File: config.mk
export PLATFORM = sky130hd
export DESIGN_NAME = sb_tx_packet_serializer
export DESIGN_NICKNAME = d
export VERILOG_FILES = /design/src/rtl/sb_tx_pkg.sv /design/src/rtl/sb_tx_packet_serializer_fifo.sv /design/src/rtl/sb_tx_packet_serializer.sv
export SDC_FILE = /design/constraint.sdc
export NUM_CORES = 1
export LEC_CHECK = 0
export BUFFER_PORTS_ARGS = -buffer_cell sky130_fd_sc_hd__buf_4
export CAP_MARGIN = 20
export CORE_MARGIN = 3
export CORE_UTILIZATION = 60
export CTS_CLUSTER_SIZE = 20
export DETAILED_ROUTE_END_ITERATION = 6
export PLACE_DENSITY = 0.79
export REMOVE_ABC_BUFFERS = 1
export SKIP_LAST_GASP = 1
export SLEW_MARGIN = 15
export SYNTH_ARGS = -nofsm -noshare
export SYNTH_HDL_FRONTEND = slang
export SYNTH_HIERARCHICAL = 1
export SYNTH_SLANG_ARGS = --single-unit
File: constraint.sdc
create_clock -name i_clk -period 5.9 [get_ports i_clk]
set_clock_uncertainty 0.1 [all_clocks]
set_input_delay 1.18 -clock i_clk [delete_from_list [all_inputs] [get_ports i_clk]]
set_output_delay 1.18 -clock i_clk [all_outputs]
set_load 0.02 [all_outputs]
File: src/rtl/sb_tx_pkg.sv
// Shared types and constants for the sideband TX serializer.
// The header phase carries header parity (CP) and payload parity (DP) in its top two bits.
package sb_tx_pkg;

    localparam int         SB_HDR_W       = 62;
    localparam int         SB_PHASE_W     = 64;
    localparam int         CP_BIT         = 62;
    localparam int         DP_BIT         = 63;
    localparam logic [4:0] SB_DATA_OPCODE = 5'b11011;

    typedef enum logic [1:0] {IDLE, HDR, DATA, GAP} state_t;

    typedef struct packed {
        logic                  has_data;
        logic [SB_PHASE_W-1:0] data;
        logic [SB_HDR_W-1:0]   header;
    } sb_entry_t;

    function automatic logic [SB_PHASE_W-1:0] hdr_phase(input sb_entry_t e);
        logic [SB_PHASE_W-1:0] p;
        p         = {2'b00, e.header};
        p[CP_BIT] = ^e.header;
        p[DP_BIT] = e.has_data & (^e.data);
        return p;
    endfunction

endpackage

File: src/rtl/sb_tx_packet_serializer_fifo.sv
// Packet entry FIFO for the sideband serializer; full/empty come from the registered count.
// A flush clears the pointers and discards any push in the same cycle.
module sb_tx_pkt_fifo
    import sb_tx_pkg::*;
#(
    parameter int DEPTH = 4
) (
    input  logic      clk,
    input  logic      rst_n,
    input  logic      push,
    input  sb_entry_t push_entry,
    input  logic      pop,
    input  logic      flush,
    output sb_entry_t head,
    output logic      full,
    output logic      empty,
    output logic      overflow
);

    localparam int PW = $clog2(DEPTH);

    logic [PW-1:0] wr_ptr, rd_ptr;
    logic [PW:0]   count;
    logic          do_push, do_pop;
    sb_entry_t     mem [DEPTH];

    assign full    = (count == (PW+1)'(DEPTH));
    assign empty   = (count == '0);
    assign head    = mem[rd_ptr];
    assign do_push = push && !full && !flush;
    assign do_pop  = pop && !empty && !flush;

    always_ff @(posedge clk) begin
        if (do_push) mem[wr_ptr] <= push_entry;
    end

    always_ff @(posedge clk or negedge rst_n) begin
        if (!rst_n) begin
            wr_ptr   <= '0;
            rd_ptr   <= '0;
            count    <= '0;
            overflow <= 1'b0;
        end else begin
            // Sticky: only an async reset clears it, never a flush.
            if (push && full) overflow <= 1'b1;
            if (flush) begin
                wr_ptr <= '0;
                rd_ptr <= '0;
                count  <= '0;
            end else begin
                if (do_push) wr_ptr <= wr_ptr + 1'b1;
                if (do_pop)  rd_ptr <= rd_ptr + 1'b1;
                count <= count + (PW+1)'(do_push) - (PW+1)'(do_pop);
            end
        end
    end

endmodule

File: src/rtl/sb_tx_packet_serializer.sv
// Sideband TX serializer: buffers encoder packets, shifts header/data phases LSB-first
// with a gated clock enable, and enforces a fixed idle gap after every packet.
module sb_tx_packet_serializer
    import sb_tx_pkg::*;
#(
    parameter int         FIFO_DEPTH  = 4,
    parameter int         GAP_UI      = 32,
    parameter logic [4:0] DATA_OPCODE = SB_DATA_OPCODE
) (
    input  logic                  i_clk,
    input  logic                  i_rst_n,
    input  logic [SB_HDR_W-1:0]   i_header,
    input  logic                  i_header_valid,
    input  logic [SB_PHASE_W-1:0] i_data,
    input  logic                  i_flush,
    output logic                  o_sb_data,
    output logic                  o_sb_clk_en,
    output logic                  o_fifo_full,
    output logic                  o_busy,
    output logic                  o_pkt_done,
    output logic                  o_overflow
);

    localparam int               GAP_W    = (GAP_UI > 1) ? $clog2(GAP_UI) : 1;
    localparam logic [GAP_W-1:0] GAP_LAST = GAP_W'(GAP_UI - 1);

    sb_entry_t             push_entry, head;
    logic                  fifo_empty, pop, gap_last;
    state_t                state;
    logic [SB_PHASE_W-1:0] shreg, data_q;
    logic                  has_data_q;
    logic [5:0]            bit_cnt;
    logic [GAP_W-1:0]      gap_cnt;

    assign push_entry.has_data = (i_header[4:0] == DATA_OPCODE);
    assign push_entry.data     = i_data;
    assign push_entry.header   = i_header;

    assign gap_last = (gap_cnt == GAP_LAST);
    // The last gap cycle pops directly so the next packet starts without an IDLE cycle.
    assign pop      = !i_flush && !fifo_empty &&
                      ((state == IDLE) || ((state == GAP) && gap_last));
    assign o_busy   = (state != IDLE) || !fifo_empty;

    sb_tx_pkt_fifo #(.DEPTH(FIFO_DEPTH)) u_fifo (
        .clk        (i_clk),
        .rst_n      (i_rst_n),
        .push       (i_header_valid),
        .push_entry (push_entry),
        .pop        (pop),
        .flush      (i_flush),
        .head       (head),
        .full       (o_fifo_full),
        .empty      (fifo_empty),
        .overflow   (o_overflow)
    );

    always_ff @(posedge i_clk or negedge i_rst_n) begin
        if (!i_rst_n) begin
            state       <= IDLE;
            shreg       <= '0;
            data_q      <= '0;
            has_data_q  <= 1'b0;
            bit_cnt     <= '0;
            gap_cnt     <= '0;
            o_sb_data   <= 1'b0;
            o_sb_clk_en <= 1'b0;
            o_pkt_done  <= 1'b0;
        end else begin
            o_sb_data   <= 1'b0;
            o_sb_clk_en <= 1'b0;
            o_pkt_done  <= 1'b0;
            if (i_flush) begin
                state   <= IDLE;
                bit_cnt <= '0;
                gap_cnt <= '0;
            end else begin
                case (state)
                    IDLE: begin
                        if (pop) begin
                            shreg      <= hdr_phase(head);
                            data_q     <= head.data;
                            has_data_q <= head.has_data;
                            bit_cnt    <= '0;
                            state      <= HDR;
                        end
                    end
                    HDR, DATA: begin
                        o_sb_data   <= shreg[0];
                        o_sb_clk_en <= 1'b1;
                        shreg       <= shreg >> 1;
                        bit_cnt     <= bit_cnt + 6'd1;
                        if (bit_cnt == 6'd63) begin
                            if ((state == HDR) && has_data_q) begin
                                shreg <= data_q;
                                state <= DATA;
                            end else begin
                                o_pkt_done <= 1'b1;
                                gap_cnt    <= '0;
                                state      <= GAP;
                            end
                        end
                    end
                    GAP: begin
                        gap_cnt <= gap_cnt + 1'b1;
                        if (gap_last) begin
                            gap_cnt <= '0;
                            if (pop) begin
                                shreg      <= hdr_phase(head);
                                data_q     <= head.data;
                                has_data_q <= head.has_data;
                                bit_cnt    <= '0;
                                state      <= HDR;
                            end else begin
                                state <= IDLE;
                            end
                        end
                    end
                    default: state <= IDLE;
                endcase
            end
        end
    end

endmodule

==> After elaboration in Yosys (flattened, before gate mapping) <==
Memory sizes are Yosys's and may differ from the RTL's.
Cells that the tools add are included.
{ "word_totals": {"memories": 1, "latch_bits": 0, "mem_bits_ro": 0, "output_inout_bits": 6, "wordCells": 104, "regBits": 153, "inputBits": 130, "ram_bits": 508} }
{ "classes": {"n_lt_le_gt_ge": 0, "div": 0, "n_mux": 42, "n_mul": 0, "eq_ne": 12, "add_sub_neg": 6, "n_reduce_logical": 28, "shift": 0, "bitwise": 2} }
{ "mem_list": {"columns": ["name", "depth", "width", "read_ports", "rd_clocked_by_memory_dff", "wr", "line", "text"], "rows": [
  ["u_fifo.mem", 4, 127, 1, 0, 1, "sb_tx_packet_serializer_fifo.sv:25", "sb_entry_t mem [DEPTH];"]
]} }
{ "ops": {"columns": ["cell", "count"], "rows": [
  ["64-bit 2-to-1 mux", 6],
  ["64-bit case mux with 3 select lines", 1],
  ["64-bit case mux with 2 select lines", 1],
  ["64-bit parity", 1],
  ["62-bit parity", 1],
  ["5-bit 2-to-1 mux", 4],
  ["6-bit 2-to-1 mux", 3],
  ["6-bit case mux with 3 select lines", 1],
  ["2-bit 2-to-1 mux", 8],
  ["1-bit 2-to-1 mux", 14],
  ["5-bit equality test (second input constant)", 2],
  ["5-bit case mux with 2 select lines", 1],
  ["1-bit logical AND", 9],
  ["3-bit inequality test (second input constant)", 3],
  ["3-bit AND reduction", 3],
  ["2-bit nonzero test", 4],
  ["6-bit by 1-bit adder with 6-bit output (second input constant)", 1],
  ["6-bit equality test (second input constant)", 1],
  ["2-bit case mux with 3 select lines", 1],
  ["5-bit by 1-bit adder with 5-bit output (second input constant)", 1],
  ["2-bit by 1-bit adder with 2-bit output (second input constant)", 2],
  ["2-bit equality test (second input constant)", 2],
  ["3-bit by 1-bit adder with 3-bit output", 1],
  ["3-bit equality test (second input constant)", 1],
  ["15 further kinds", 18]
]} }

==> Depth between registers and ports, before layout <==
{ "depth": {"depth_word": 8, "mapped_depth": 14, "depth_no_buf": 14} }

==> Hierarchy <==
Netlist, hierarchy kept.
{ "modules_own_cells": {"columns": ["module", "area_each_um2", "seq_area_each_um2", "instances", "cells_each"], "rows": [
  ["sb_tx_pkt_fifo", 18836.8, 15454.8, 1, 712],
  ["sb_tx_packet_serializer", 7950.1, 3628.5, 1, 777]
]} }

==> Worst setup path after synthesis <==
Ideal clock, no wire load.
{ "synth_timing": {"path_kind": "input to register", "startpoint": "input port i_flush", "endpoint": "memory u_fifo/mem[0][0] in the netlist's numbering (enable)", "path_stages": 3, "setup_ns": 0.501, "n_path_buf": 1, "required_ns": 5.299, "t_arrival_ns": 4.649, "slack_ns": 0.650, "path_cell_list": "clkbuf_1 -> nor3_1 -> and2_1"} }
{ "synth_via": {"elab_chain_len": 4} }
{ "synth_lines": {"columns": ["item", "line", "text"], "rows": [
  ["from (decl)", "sb_tx_packet_serializer.sv:15", "input logic i_flush,"],
  ["1-bit logical NOT", "sb_tx_packet_serializer_fifo.sv:30", "assign do_push = push && !full && !flush;"],
  ["1-bit logical AND", "sb_tx_packet_serializer_fifo.sv:30", null],
  ["1-bit 2-to-1 mux", "sb_tx_packet_serializer_fifo.sv:34", "if (do_push) mem[wr_ptr] <= push_entry;"],
  ["1-bit 2-to-1 mux (not written as such)", "sb_tx_packet_serializer_fifo.sv:34", null],
  ["to (decl)", "sb_tx_packet_serializer_fifo.sv:25", null]
]} }
No other way between the ends.

==> run metrics <==
status=complete, no violations; DR iter-0 viols=1,131; Ys Warns=6; layout cells sized above 1=0.273; Mapped Area=0.0268 mm^2; crit-path max FO=34; CP Launch Type=register; Setup CP Type=reg2reg; via count=13,709; Synth cell types=47; Seq/Total Area, Yosys=0.712; Starting Density=0.615; CTS Root Cell=clkbuf_16; max frequency=263 MHz; Pwr per Cell Area=440 mW/mm^2; hold_buf cts=0; H-Tree Depth=3; fin. max-slew vios=0; number of antenna diodes=0; TritonCTS clock tree=built; maxcap violations=0; Reg clk slew, reported paths=60 ps; Yosys top cell area share=0.569; Clock Latency Late Sink=590 ps; total stage count of the critical path=9; gr ovfl total=0; Non-Filler Instances=2,283; Routed Antenna Nets=0; EDFF count, synth=508; CP dominant cell by count=xnor2_1; area growth from synthesis to layout=14.6%; # fillers=2,740; Setup-failing EPs final=0; HP Class=reg2reg; Final Hold Slack=359 ps; Mapped Cells=1,489; top-count cell post-synth=edfxtp_1; post-CTS sizing=0; Die ar.=0.0472 mm^2; CP delay by family, top=XOR/XNOR gates; Final Core Density=0.705; #FFs+latches synth=661; WP data required=6270 ps; asr flop ratio synth=0.231; vias in the first global route=14,754; Core Region=0.0436 mm^2; width of the die=217 um; Mean Syn Cell Area=18.0 um^2; Critical Path Sink=shreg[62]; clk sinks=661; Slew headroom=0.264; Synth area leader=edfxtp_1; Max IR drop VDD=0.375 mV; Synth area leaders=edfxtp_1 (57%), dfrtp_1 (14%), mux4_2 (11%), xnor2_1 (3.6%), mux2_2 (2.7%); Post-synth top cells=edfxtp_1 (508), dfrtp_1 (153), nand2_1 (140); drt pass-1 iters=4; final wirelength=53,800 um; Total GRT Usage=0.238; Row Count=76; DRC=0; chip height=217 um; post-route minimum period=3800 ps; slowest stage delay, CP=910 ps; R2R Setup Slk=2100 ps; Leak=0.0104 uW; crit path buf inv count=1; Crit-path slowest cell=dfrtp_4; RSZ-0062 raised after global routing=no; GP Congestion=0.740; CP Capture Type=register; worst reg-to-reg path cell count=9; final cycle utilization of the critical path=0.643; initial antenna violation count=2; port bufs=135; Avg WL per Cell=23.6 um; CP arrival=4170 ps; # nets final=1,786; CTS buffer count=67; placed instance count=2,159; sequence of cells on the critical path=buf_12 > mux4_2 > xnor2_1 > xnor2_1 > xnor2_1 > xnor2_1 > xnor2_1 > xnor2_1 > a221o_1; post-DP HPWL=32,000 um; crit path launch=u_fifo/rd_ptr[0]; DR vias/cell=6.00; Crit Reg-Reg Startpoint=u_fifo/rd_ptr[0]; clock buffer depth=3; Final Hold Fails=0; Reg2Reg Capture Point=shreg[62]; Ports=136; Setup Fix Bufs, Post-CTS=0; global-route wire length before repair=85,500 um; Top FF cell, synth=edfxtp_1; slew of the pin with the lowest slew margin=1100 ps; largest net degree at the start of global routing=82; Setup TNS Final=0 ps
[power breakdown]
part	switching [uW]	total, uW	internal [uW]
logic	1640	3070	1430
clock network	1740	4370	2630
registers	357	6050	5700
[layout make-up]
class | instances | area (um^2) | area share
clock buffer | 88 | 1890 | 0.0616
tap | 585 | 732 | 0.0238
clock inverter | 36 | 419 | 0.0137
timing repair buffer | 156 | 1290 | 0.0420
sequential | 661 | 19100 | 0.622
multi-input combinational | 746 | 7230 | 0.236
inverter | 11 | 41.3 | 0.00135
[logic make-up after synthesis]
logic type,synth area share
fa+ha+maj,0.00635
flops,0.712
simple gates,0.0301
buf+inv,0.0192
xor+xnor,0.0419
mux,0.158
compound gates,0.0318
[layer usage]
layer  track usage  wire, um
met1         0.333     22000
met2         0.394     27000
met3        0.0429      3430
met4        0.0631      1320
met5             0        26
[worst min path at each step]
| stage | from | to | slack, ps | cells after the start |
|---|---|---|---|---|
| global route | u_fifo/overflow | u_fifo/overflow | 390 | 1 |
| CTS | u_fifo/overflow | u_fifo/overflow | 360 | 1 |
| floorplan | shreg[0] | shreg[0] | 340 | 2 |
| finish | u_fifo/overflow | u_fifo/overflow | 360 | 1 |
| global placement | u_fifo/overflow | u_fifo/overflow | 340 | 1 |
| detailed placement | u_fifo/overflow | u_fifo/overflow | 350 | 1 |
[state kept, by name, indices dropped and copies added (netlist names)]
register and flops:
u_fifo/mem 508, u_fifo/overflow 1, has_data_q 1, u_fifo/wr_ptr 2, state 2, shreg 64, o_sb_data 1, data_q 64
u_fifo/count 3, o_pkt_done 1, gap_cnt 5, o_sb_clk_en 1, u_fifo/rd_ptr 2, bit_cnt 6
[worst register-to-register path, stage by stage, from the launching register on]
cell	delay, ps
dfrtp_4	910
buf_12	390
mux4_2	610
xnor2_1	240
xnor2_1	180
xnor2_1	150
xnor2_1	520
xnor2_1	150
xnor2_1	150
a221o_1	280
[stage by stage]
stage | power (uW) | area, um^2 | worst slack [ps]
after floorplan | 8330 | 26300 | -1120
after global placement | 9080 | 28400 | 2080
after detailed placement | 9180 | 28400 | 2100
after CTS | 13600 | 30700 | 2040
after global routing | 14100 | 30700 | 1780
final | 13500 | 30700 | 2100
[layout by cell type, fill, tap and decap left out, drive strengths merged, types with 8 or more instances in the layout]
master,Yosys,layout
buf,52,156
bufinv,0,8
clkbuf,19,88
clkinv,1,22
dfrtp,153,153
edfxtp,508,508
ha,12,12
inv,10,14
mux2,64,64
mux2i,66,66
mux4,127,127
nand2,140,140
nor2,14,14
o21ai,142,142
xnor2,110,110
xor2,18,18
Note: power is estimated with default switching activity, not from simulation.
